--- src/rtl/arm_mem_pkg.sv ---
// arm_mem_pkg - shared types and defaults for the ARM_cpu memory arbiter.
//   state_t : arbiter FSM states (IDLE, BUSY, DONE)
//   owner_t : which pipeline port owns the memory (OWN_I=0 fetch, OWN_D=1 data)
//   DEF_*   : default address/data widths and memory latency
package arm_mem_pkg;

  typedef enum logic [1:0] {
    IDLE = 2'd0,
    BUSY = 2'd1,
    DONE = 2'd2
  } state_t;

  typedef enum logic {
    OWN_I = 1'b0,
    OWN_D = 1'b1
  } owner_t;

  localparam int DEF_ADDR_W  = 32;
  localparam int DEF_DATA_W  = 32;
  localparam int DEF_MEM_LAT = 4;

endpackage

--- src/rtl/mem_arb_grant.sv ---
// mem_arb_grant - combinational grant selection for mem_arbiter.
// Optional feature macro: ARB_RR_EN
//   defined   : round-robin; when both ports request, the port that was not
//               served last wins. A single requester always wins.
//   undefined : fixed priority, data port over instruction port.
// Ports:
//   i_ireq        instruction port request
//   i_dreq        data port request
//   i_last_owner  port granted most recently
//   o_valid       some port is requesting
//   o_owner       port to grant (meaningful when o_valid)
module mem_arb_grant
  import arm_mem_pkg::*;
(
  input  logic   i_ireq,
  input  logic   i_dreq,
  input  owner_t i_last_owner,
  output logic   o_valid,
  output owner_t o_owner
);

`ifndef ARB_RR_EN
  // Fixed priority ignores history; keep the input visibly consumed.
  logic w_unused_last;
  assign w_unused_last = i_last_owner;
`endif

  always_comb begin
    o_valid = i_ireq | i_dreq;
    o_owner = OWN_D;
`ifdef ARB_RR_EN
    if (i_ireq && i_dreq) begin
      o_owner = (i_last_owner == OWN_D) ? OWN_I : OWN_D;
    end else if (i_dreq) begin
      o_owner = OWN_D;
    end else begin
      o_owner = OWN_I;
    end
`else
    // The memory stage holds the older instruction, so data wins ties.
    o_owner = i_dreq ? OWN_D : OWN_I;
`endif
  end

endmodule

--- src/rtl/mem_arbiter.sv ---
// mem_arbiter - shares one fixed-latency single-port memory between the
// ARM_cpu fetch stage (i_* port) and memory stage (d_* port).
// Optional feature macro: ARB_RR_EN (round-robin arbitration, see mem_arb_grant).
// Ports:
//   clk, rst                    clock, synchronous active-high reset
//   i_req/i_addr                fetch request (level) and address
//   i_rdata/i_ready/i_stall     fetched word, one-cycle done pulse, stall
//   d_req/d_we/d_addr/d_wdata   data request, write enable, address, store data
//   d_rdata/d_ready/d_stall     load word, one-cycle done pulse, stall
//   mem_en/mem_we/mem_addr/mem_wdata/mem_rdata  memory interface
//   dbg_state                   current FSM state for observation
// Handshake: a port holds x_req high until it sees the one-cycle x_ready
// pulse; x_stall = x_req & ~x_ready. Request/address/data are latched at
// grant and changes afterwards are ignored until the access completes.
// Timing: request seen in IDLE in cycle 0, BUSY in cycles 1..MEM_LAT,
// mem_we in cycle MEM_LAT (writes only), ready in cycle MEM_LAT+1 (DONE).
module mem_arbiter
  import arm_mem_pkg::*;
#(
  parameter int ADDR_W  = DEF_ADDR_W,
  parameter int DATA_W  = DEF_DATA_W,
  parameter int MEM_LAT = DEF_MEM_LAT
) (
  input  logic              clk,
  input  logic              rst,
  input  logic              i_req,
  input  logic [ADDR_W-1:0] i_addr,
  output logic [DATA_W-1:0] i_rdata,
  output logic              i_ready,
  output logic              i_stall,
  input  logic              d_req,
  input  logic              d_we,
  input  logic [ADDR_W-1:0] d_addr,
  input  logic [DATA_W-1:0] d_wdata,
  output logic [DATA_W-1:0] d_rdata,
  output logic              d_ready,
  output logic              d_stall,
  output logic              mem_en,
  output logic              mem_we,
  output logic [ADDR_W-1:0] mem_addr,
  output logic [DATA_W-1:0] mem_wdata,
  input  logic [DATA_W-1:0] mem_rdata,
  output state_t            dbg_state
);

  localparam int CNT_W = (MEM_LAT > 1) ? $clog2(MEM_LAT) : 1;
  localparam logic [CNT_W-1:0] CNT_INIT = CNT_W'(MEM_LAT - 1);
  localparam logic [CNT_W-1:0] CNT_ONE  = CNT_W'(1);

  state_t            r_state;
  logic [CNT_W-1:0]  r_cnt;
  owner_t            r_owner;
  owner_t            r_last_owner;
  logic              r_we;
  logic              r_mem_en;
  logic              r_mem_we;
  logic [ADDR_W-1:0] r_mem_addr;
  logic [DATA_W-1:0] r_mem_wdata;
  logic [DATA_W-1:0] r_i_rdata;
  logic [DATA_W-1:0] r_d_rdata;
  logic              r_i_ready;
  logic              r_d_ready;

  logic              w_grant_valid;
  owner_t            w_grant_owner;
  logic              w_grant_we;

  mem_arb_grant u_grant (
    .i_ireq       (i_req),
    .i_dreq       (d_req),
    .i_last_owner (r_last_owner),
    .o_valid      (w_grant_valid),
    .o_owner      (w_grant_owner)
  );

  // Fetches never write.
  assign w_grant_we = (w_grant_owner == OWN_D) & d_we;

  always_ff @(posedge clk) begin
    if (rst) begin
      r_state      <= IDLE;
      r_cnt        <= '0;
      r_owner      <= OWN_D;
      r_last_owner <= OWN_D;
      r_we         <= 1'b0;
      r_mem_en     <= 1'b0;
      r_mem_we     <= 1'b0;
      r_mem_addr   <= '0;
      r_mem_wdata  <= '0;
      r_i_rdata    <= '0;
      r_d_rdata    <= '0;
      r_i_ready    <= 1'b0;
      r_d_ready    <= 1'b0;
    end else begin
      // Pulses default low; only the transitions below raise them.
      r_i_ready <= 1'b0;
      r_d_ready <= 1'b0;
      r_mem_we  <= 1'b0;
      case (r_state)
        IDLE: begin
          if (w_grant_valid) begin
            r_owner      <= w_grant_owner;
            r_last_owner <= w_grant_owner;
            r_we         <= w_grant_we;
            r_mem_addr   <= (w_grant_owner == OWN_D) ? d_addr : i_addr;
            r_mem_wdata  <= (w_grant_owner == OWN_D) ? d_wdata : '0;
            r_cnt        <= CNT_INIT;
            r_mem_en     <= 1'b1;
            // With a one-cycle latency the first BUSY cycle is the final one.
            r_mem_we     <= (MEM_LAT == 1) & w_grant_we;
            r_state      <= BUSY;
          end
        end
        BUSY: begin
          if (r_cnt != '0) begin
            r_cnt    <= r_cnt - CNT_ONE;
            // Raise the write strobe for the upcoming final cycle only.
            r_mem_we <= (r_cnt == CNT_ONE) & r_we;
          end else begin
            if (!r_we) begin
              if (r_owner == OWN_D) r_d_rdata <= mem_rdata;
              else                  r_i_rdata <= mem_rdata;
            end
            if (r_owner == OWN_D) r_d_ready <= 1'b1;
            else                  r_i_ready <= 1'b1;
            r_mem_en <= 1'b0;
            r_state  <= DONE;
          end
        end
        DONE: begin
          r_state <= IDLE;
        end
        default: begin
          r_state <= IDLE;
        end
      endcase
    end
  end

  // Reset asserted during the final cycle must not let the write land.
  assign mem_we    = r_mem_we & ~rst;
  assign mem_en    = r_mem_en;
  assign mem_addr  = r_mem_addr;
  assign mem_wdata = r_mem_wdata;
  assign i_rdata   = r_i_rdata;
  assign d_rdata   = r_d_rdata;
  assign i_ready   = r_i_ready;
  assign d_ready   = r_d_ready;
  assign i_stall   = i_req & ~r_i_ready;
  assign d_stall   = d_req & ~r_d_ready;
  assign dbg_state = r_state;

endmodule

--- config.mk ---
export PLATFORM = sky130hd
export DESIGN_NAME = mem_arbiter
export DESIGN_NICKNAME = d
export VERILOG_FILES = /design/src/rtl/arm_mem_pkg.sv /design/src/rtl/mem_arb_grant.sv /design/src/rtl/mem_arbiter.sv
export SDC_FILE = /design/constraint.sdc
export NUM_CORES = 1
export LEC_CHECK = 0
export CORE_ASPECT_RATIO = 1.1
export CORE_MARGIN = 2
export CORE_UTILIZATION = 41
export DETAILED_ROUTE_END_ITERATION = 12
export GPL_ROUTABILITY_DRIVEN = 0
export PLACE_DENSITY_LB_ADDON = 0.08
export SYNTH_ARGS = -nofsm -noshare
export SYNTH_HDL_FRONTEND = slang
export SYNTH_HIERARCHICAL = 1
export SYNTH_SLANG_ARGS = --single-unit
--- constraint.sdc ---
create_clock -name clk -period 1.8 [get_ports clk]
set_input_delay 0.36 -clock clk [delete_from_list [all_inputs] [get_ports clk]]
set_output_delay 0.36 -clock clk [all_outputs]
set_load 0.05 [all_outputs]
Word-level counts from Yosys, hierarchy flattened
Cells that the tools add are included.

Add/sub/neg operators: 1. Multiply operators: 0. Divide/modulo/power cells: 0. $lt $le $gt $ge: 0. Equality and inequality tests: 5. Shift operators: 0. Muxes and demuxes: 14. Bitwise operators: 13. Reduce and logical (&&, ||, !) cells: 11.

Operators by type and width (number): 32-bit two-way mux (2); 2-bit two-way mux (4); 2-bit case mux with 2 select lines (2); 4-bit AND reduction (2); 1-bit inverter (7); 3-bit AND reduction (2); 3-bit OR reduction (2); 1-bit AND (5); 1-bit two-way mux (5); 2-bit by 1-bit == test with 1-bit output (second input constant) (2); 2-bit inequality test (second input constant) (2); 2-bit AND reduction (2); 2-bit nonzero test (2); 2-bit zero test (1); 2-bit by 1-bit inequality test with 1-bit output (second input constant) (1); 1-bit case mux with 2 select lines (1); 2-bit by 1-bit subtractor with 2-bit output (second input constant) (1); 1-bit bitwise OR (1).

Flip-flop bits (word level): 138. Latch bits: 0. RAM bits: 0. Bits in read-only memories: 0. Bits of input ports: 133. Output and inout port bits: 136. Logic and storage cells: 56. Memories: 0.

Depth between registers and ports, before layout
Depth in word-level cells: 3. Mapped depth: 7. Gate-level depth less buffers: 5.

Hierarchy
The synthesis kept the hierarchy.

Modules (own cells, without submodules): mem_arbiter (instances 1, cells an instance 584, area an instance 5715.5 µm², seq. area each 2762.6 µm²); mem_arb_grant (instances 1, cells an instance 2, area an instance 13.8 µm², seq. area each 0.0 µm²).

Worst setup path before layout
No wires, ideal clock.

Path kind: input port to output port. From: input port rst. To: output port mem_we. Arrival time: 1.543 ns. Required time: 1.440 ns. Slack: -0.103 ns. Cell stages on the path: 4. Buffers on the path: 3. Cells stage by stage: clkbuf_1 clkbuf_1 buf_2 nor2b_1.

Cells in the longest elaborated chain, start to end: 2.

Ends and longest elaborated chain: start, declared (RTL line mem_arbiter.sv:25) `input logic rst,`; 1-bit inverter (RTL line mem_arbiter.sv:141) `assign mem_we = r_mem_we & ~rst;`; 1-bit AND (RTL line mem_arbiter.sv:141); end, declared (RTL line mem_arbiter.sv:39) `output logic mem_we,`.

No other way between the ends.

Final worst setup path
From: register r_cnt[0]. To: register r_d_rdata[29], in the netlist d_rdata[29].

Cells in the longest elaborated chain, start to end: 3.

Ends and longest elaborated chain: start, declared (RTL line mem_arbiter.sv:51) `logic [CNT_W-1:0] r_cnt;`; start signal, assigned (RTL line mem_arbiter.sv:116) `r_cnt <= r_cnt - CNT_ONE;`; 2-bit nonzero test (RTL line mem_arbiter.sv:115) `if (r_cnt != '0) begin`; 1-bit inverter (no line); 4-bit AND reduction (no line); end signal, assigned (RTL line mem_arbiter.sv:121) `if (r_owner == OWN_D) r_d_rdata <= mem_rdata;`; end, declared (RTL line mem_arbiter.sv:60) `logic [DATA_W-1:0] r_d_rdata;`.

No other way between the ends. A chain may end at the register's enable or synchronous reset.

==> flow_summary.yaml <==
setup_path:
  max_stage_delay_ns: 0.45
  worst_ep_arrival_time_ns: 1.90
  reg2reg_depth: 6
  worstSetupEndpointType: "flip-flop"
  path_class: "flip-flop to flip-flop"
  critical_path_depth: 6
  crit_fanout: 32
  crit_path_start_kind: "flip-flop"
  cp.required_ns: 2.09
  critical_path_buf_inv_count: 2
  path_cells: "inv_1 > ha_1 > nand2_1 > or3_2 > buf_12 > mux2i_1"
  cp_slowest_cell: "or3_2"
  path_delay_family: "simple AND/OR/NAND/NOR gates"
timing:
  fin_crit_ns: 1.614
  hold_ws_ns: 0.3267
  worstMarginPinSlew_ns: 0.2805
  finalMaxSlewViolations: 0
  hold_viol: 0
  fmax_mhz: 619.7
  finClkSkew_ns: 0.005021
  tns_ns: 0
  rsz0062_at_grt: "false"
  setup_viol: 0
  relSlewSlack_pct: 81.30
  timing.final.crit_share_pct: 89.66
synthesis:
  synth.avg_cell_area_um2: 9.777
  synth_cells: 586
  synthesis.area_um2: 5729
  ys_types: 30
  yosys_warnings: 6
  synth_seq_cells: 138
  syn_nets: 722
  synth_seq_area_share_pct: 48.22
pwr:
  vdd_ir_drop_max_v: 0.0005729
  swShare_pct: 29.05
  finalPower_mw: 9.348
  p_clk_share_pct: 40.2
  power_switching_mw: 2.716
  pwr-share-seq_pct: 36.3
  p_per_area_nw_per_um2: 1038
  comb_power_share_pct: 23.5
  power.leakage_nw: 3.904
  power.internal_mw: 6.632
clocking:
  cts_num_sinks: 138
  cts_resized: 0
  hold_buffers: 0
  numCtsBuffers: 17
  cts_tree: "built"
  clk_path_buf_depth: 2
  post_cts.repair.setup_buffers: 0
  h-tree-depth: 4
  clk_latency_ns: 0.41
  cts-root-buf: "clkbuf_16"
  clkTransAtPathRegs_ns: 0.06
cells_and_area:
  final_area_um2: 9010
  fin_util_pct: 65.58
  nets: 981
  drive_above_1_share_pct: 23.54
  antenna_cells: 0
  syn2layout_area_growth_pct: 57.26
status:
  run_status: "finished clean"
routing:
  final_antenna_net_count: 0
  met2WireLength_mm: 7.849
  dr.first_iter.drc_count: 219
  routed.top_layer: "met4"
  wl_met1_mm: 6.122
  firstDrtPassIters: 4
  via_count: 4981
  avgViaCountPerCell: 4.762
  drcViolationCount: 0
  finalWirelength_mm: 15.40
  routedWlPerCell_um: 14.72
  wl_met3_mm: 1.125
floorplan:
  core_area_um2: 13740
  row_count: 45
  die_h_um: 128.0
  dieArea_um2: 14940
  start_util_pct: 41.70
  die_x_um: 116.7
  ios: 269
placement:
  port_buffers: 268
  hpwlAfterDp_mm: 11.31
  post_dp_cell_area_um2: 8363
grt:
  grt-ovfl-total: 0
  antenna_found_initial: 0
  first_global_vias: 4997
  grt_pass1_wl_mm: 24.14
  grtUsageTotal_pct: 20.65
  grt_max_degree: 68
hold_path:
  worstHoldPathType: "input port to flip-flop"
  hold_depth: 2
job:
  maxCapViolCount: 0
-- power by group through the flow --
stage	registers (mW)	clock network [mW]	logic, mW
5_1_grt	3.42	3.97	2.33
3_5_place_dp	3.46	0	2.21
4_1_cts	3.39	3.83	2.21
6_report	3.39	3.76	2.20
3_3_place_gp	3.45	0	2.18
2_1_floorplan	4.11	0	0.686
-- registers in the layout, indices dropped and copies added, names as in the netlist --
signal,count
mem_en,1
d_rdata,32
r_last_owner,1
dbg_state,2
i_ready,1
mem_addr,32
i_rdata,32
r_we,1
r_mem_we,1
mem_wdata,32
r_cnt,2
d_ready,1
-- cell families (layout without fill, tap and decap cells) --
group                      after synthesis  count (layout)  share of synthesized area, %
adders and majority gates                3               3                        0.6552
DFF                                    138             138                         48.22
AOI/OAI and AO/OA                       74              74                         8.211
and+or+nand+nor                        220             220                         20.68
buffers and inverters                   55             327                         5.460
muxes                                   96              96                         16.77
-- cell usage in the layout, fill, tap and decap left out --
cell type	n
clkbuf_16	17
o21bai_1	1
inv_1	3
clkinv_4	1
nand2b_1	98
a21oi_1	34
clkinv_2	3
buf_12	14
clkdlybuf4s50_1	130
nor3b_1	2
a21o_1	2
nor2b_1	3
or2_1	1
nand3b_1	1
nand2_1	37
nor4_4	1
nor4_1	2
buf_2	1
and3_1	1
ha_1	3
a211oi_1	35
buf_4	147
dfxtp_1	137
o21ai_0	1
nor2b_2	1
clkbuf_8	4
nand3_1	33
dfxtp_2	1
o21ba_2	1
and2_1	1
clkinvlp_4	3
or3b_2	1
mux2i_1	96
bufinv_16	4
or3_2	1
nor3b_2	1
nor2_1	35
nand2b_4	1
-- final timing paths --
kind                           endpoint  slack (ns)                  startpoint
max            d_rdata[29]$_SDFFE_PP0P_        0.19       r_cnt[0]$_SDFFE_PP0P_
min          mem_wdata[16]$_SDFFE_PP0P_        0.33                         rst
max reg2reg    d_rdata[29]$_SDFFE_PP0P_        0.19       r_cnt[0]$_SDFFE_PP0P_
min reg2reg  mem_wdata[11]$_SDFFE_PP0P_        0.45  mem_wdata[11]$_SDFFE_PP0P_
-- synthesized netlist by cell type (all sizes together) --
| cell | n | area [um2] |
|---|---|---|
| ha | 3 | 37.54 |
| o21ai | 1 | 5.000 |
| nand2 | 37 | 138.9 |
| or2 | 1 | 6.260 |
| nor3b | 3 | 22.52 |
| nand3 | 33 | 165.2 |
| dfxtp | 138 | 2763 |
| and3 | 1 | 6.260 |
| nor2 | 35 | 131.4 |
| buf | 31 | 222.7 |
| a211oi | 35 | 262.8 |
| clkbuf | 21 | 78.83 |
| a21oi | 34 | 170.2 |
| nand3b | 1 | 7.510 |
| nand2b | 99 | 626.9 |
| o21ba | 1 | 10.01 |
| or3 | 1 | 6.260 |
| and2 | 1 | 6.260 |
| or3b | 1 | 8.760 |
| o21bai | 1 | 7.510 |
| a21o | 2 | 15.01 |
| nor4 | 3 | 33.78 |
| nor2b | 4 | 25.02 |
| inv | 3 | 11.26 |
| mux2i | 96 | 960.9 |
-- metrics by stage --
stage               instances  worst slack, ns
global route             1046          0.08310
floorplan                 586           0.1007
global placement         1014         -0.07547
detailed placement       1014          -0.1504
finish                   1046           0.1862
CTS                      1046           0.1743
-- per-layer routing --
metal  GRT usage [%]  vias to the layer above
met5               0                        -
met2           36.01                      169
li1                -                     2508
met3           6.383                       23
met1           23.26                     2281
met4           8.235                        0
-- final cells by class --
cell class              instances  area, um2
clock buffers                  21      480.5
clock inverters                11      166.4
fillers                      1177       4728
inverters                       3      11.26
multi-input cells             393       2663
flip-flops and latches        138       2764
well taps                     188      235.2
repair buffers                292       2690
No activity file was read; power rests on OpenSTA's default activity.
==> RTL edit: new RTL, same settings <==
Put one more register stage on the output `dbg_state`. The value now appears one clock later. The other outputs are not delayed to match.
--- a/src/rtl/mem_arbiter.sv
+++ b/src/rtl/mem_arbiter.sv
@@ -148,7 +148,9 @@
   assign d_ready   = r_d_ready;
   assign i_stall   = i_req & ~r_i_ready;
   assign d_stall   = d_req & ~r_d_ready;
-  assign dbg_state = r_state;
+  always_ff @(posedge clk) begin
+    dbg_state <= r_state;
+  end
 
 endmodule
 
Behaviour: not the same (a bounded check fails within 4 cycles, from zero or initial values and one cycle with rst high).
==> RTL edit against the unedited design <==
  * Count of clock-buffer cells in the layout unchanged
  * Routed wire length increased by 0.24%
  * Global-route usage decreased by 0.50 points
  * Total power decreased by 0.87%
  * Area after synthesis increased by 0.70%
  * Final cell count decreased by 0.38%
  * Final area decreased by 0.99%
  * Sequential cell count increased by 2
  * First-iteration DRC count increased by 11%
  * Fmax increased by 0.82%
  * Clock power decreased by 2%
  * Setup slack improved by 0.013 ns
  * Largest cell class unchanged
  * Highest routed layer unchanged
==> RTL edit: results (changes against the unedited design) <==
metric	value	unit	change
antennaDiodeCount	0		unchanged
hpwlAfterDp	11260	um	was 11,310 um
worst_ep_arrival_time	1.24	ns	was 1.90 ns
numCtsBuffers	17		unchanged
finalClockSkew	0.008820	ns	was 0.005021 ns
use_met1	21.53	%	was 23.26%
grt_usage	20.15	%	was 20.65%
synthTopCellsByArea	dfxtp_1 49%, mux2i_1 17%, nand2b_1 11%		was dfxtp_1 48%, mux2i_1 17%, nand2b_1 11%
yosysSeqAreaShare	48.58	%	was 48.22%
cts-root-buf	clkbuf_16		unchanged
dr.pass1.iters	4		unchanged
drtIter0Drc	243		was 219
layout.nets	977		was 981
cell_internal_pwr	6.563	mW	was 6.632 mW
met3_usage	6.594	%	was 6.383%
grtUsageMet2	36.38	%	was 36.01%
grt_max_degree	87		was 68
routed_wl	15430	um	was 15,400 um
power.share.clock	39.7	%	was 40.2%
synth_common_cells	140 x dfxtp_1, 98 x nand2b_1, 96 x mux2i_1		was 138 x dfxtp_1, 98 x nand2b_1, 96 x mux2i_1
clkSlewWorstSetupHoldPaths	0.05	ns	
vias	5001		was 4,981
drive_above_1_share	22.60	%	was 23.54%
grt_pass1_vias	4858		was 4,997
slew_headroom	67.81	%	was 81.30%
hold_class	in -> reg		unchanged
drc	0		unchanged
grt_pass1_wl	23490	um	was 24,140 um
synthArstFlopShare	0	%	unchanged
portBuffers	268		unchanged
peakVddDrop	0.0007358	V	was 0.0005729 V
n_fill_cell	1172		was 1,177
yosysWarnings	6		unchanged
cts_buffer_depth	2		unchanged
seqPwrFrac	37.1	%	was 36.3%
via_per_inst	4.799		was 4.762
place_area	0.008294	mm^2	was 0.008363 mm^2
leakagePower	3.860	nW	was 3.904 nW
status	finished clean		unchanged
critPathMaxFanout	2		was 32
cts_resized	0		unchanged
syn_avg_cell_area	9.812	um^2	was 9.777 um^2
clock_latency	0.42	ns	
placed_cells	1010		was 1,014
syn_nets	724		was 722
postCtsSetupRepairBufs	0		unchanged
netlist-cell-type-count	30		unchanged
grt_antenna_before_repair	0		unchanged
htreeDepth	4		unchanged
-- RTL edit: per-stage QoR --
stage	setup TNS, ns	setup WS [ns]	power [mW]	hold WS (ns)	utilization (%)
floorplan	0	0.1522	4.849	0.3258	-
global placement	-5.151	-0.1219	5.630	0.4388	60.13
detailed placement	-6.181	-0.1379	5.665	0.4474	60.13
CTS	0	0.1995	9.376	0.3413	64.67
global route	0	0.06389	9.663	0.3633	64.67
finish	0	0.1993	9.266	0.3597	64.67
-- RTL edit: metal layers --
metal	part of all wire, %	wire length, um
met5	0	0
met4	2.0	309
met3	7.2	1118
met2	52	8085
met1	38	5918
-- RTL edit: final timing paths --
check | slack [ns] | to | cells past startpoint | start
max | 0.20 | i_stall | 3 | i_req
min | 0.36 | mem_en | 2 | rst
max reg2reg | 0.22 | d_rdata[0] | 6 | r_cnt[1]
min reg2reg | 0.45 | mem_wdata[27] | 2 | mem_wdata[27]
-- RTL edit: kinds of logic (layout without fill, tap and decap cells) --
group,after synthesis,in the layout,share of synthesized area (%)
and+or+nand+nor,220,220,20.54
DFF,140,140,48.58
buffers and inverters,55,321,5.422
AOI/OAI and AO/OA,74,74,8.154
adders and majority gates,3,3,0.6507
muxes,96,96,16.66
-- RTL edit: final cells by class --
| cell class | instances | area [um^2] | area share [%] |
|---|---|---|---|
| clock buffers | 21 | 460.4 | 5.161 |
| inverters | 3 | 11.26 | 0.1262 |
| multi-input cells | 393 | 2663 | 29.85 |
| repair buffers | 286 | 2582 | 28.95 |
| well taps | 188 | 235.2 | 2.637 |
| flip-flops and latches | 140 | 2803 | 31.42 |
| clock inverters | 11 | 166.4 | 1.865 |
-- RTL edit: critical path, stage by stage --
cell             delay, ns
clkdlybuf4s50_1       0.47
nor2b_1               0.23
buf_12                0.17
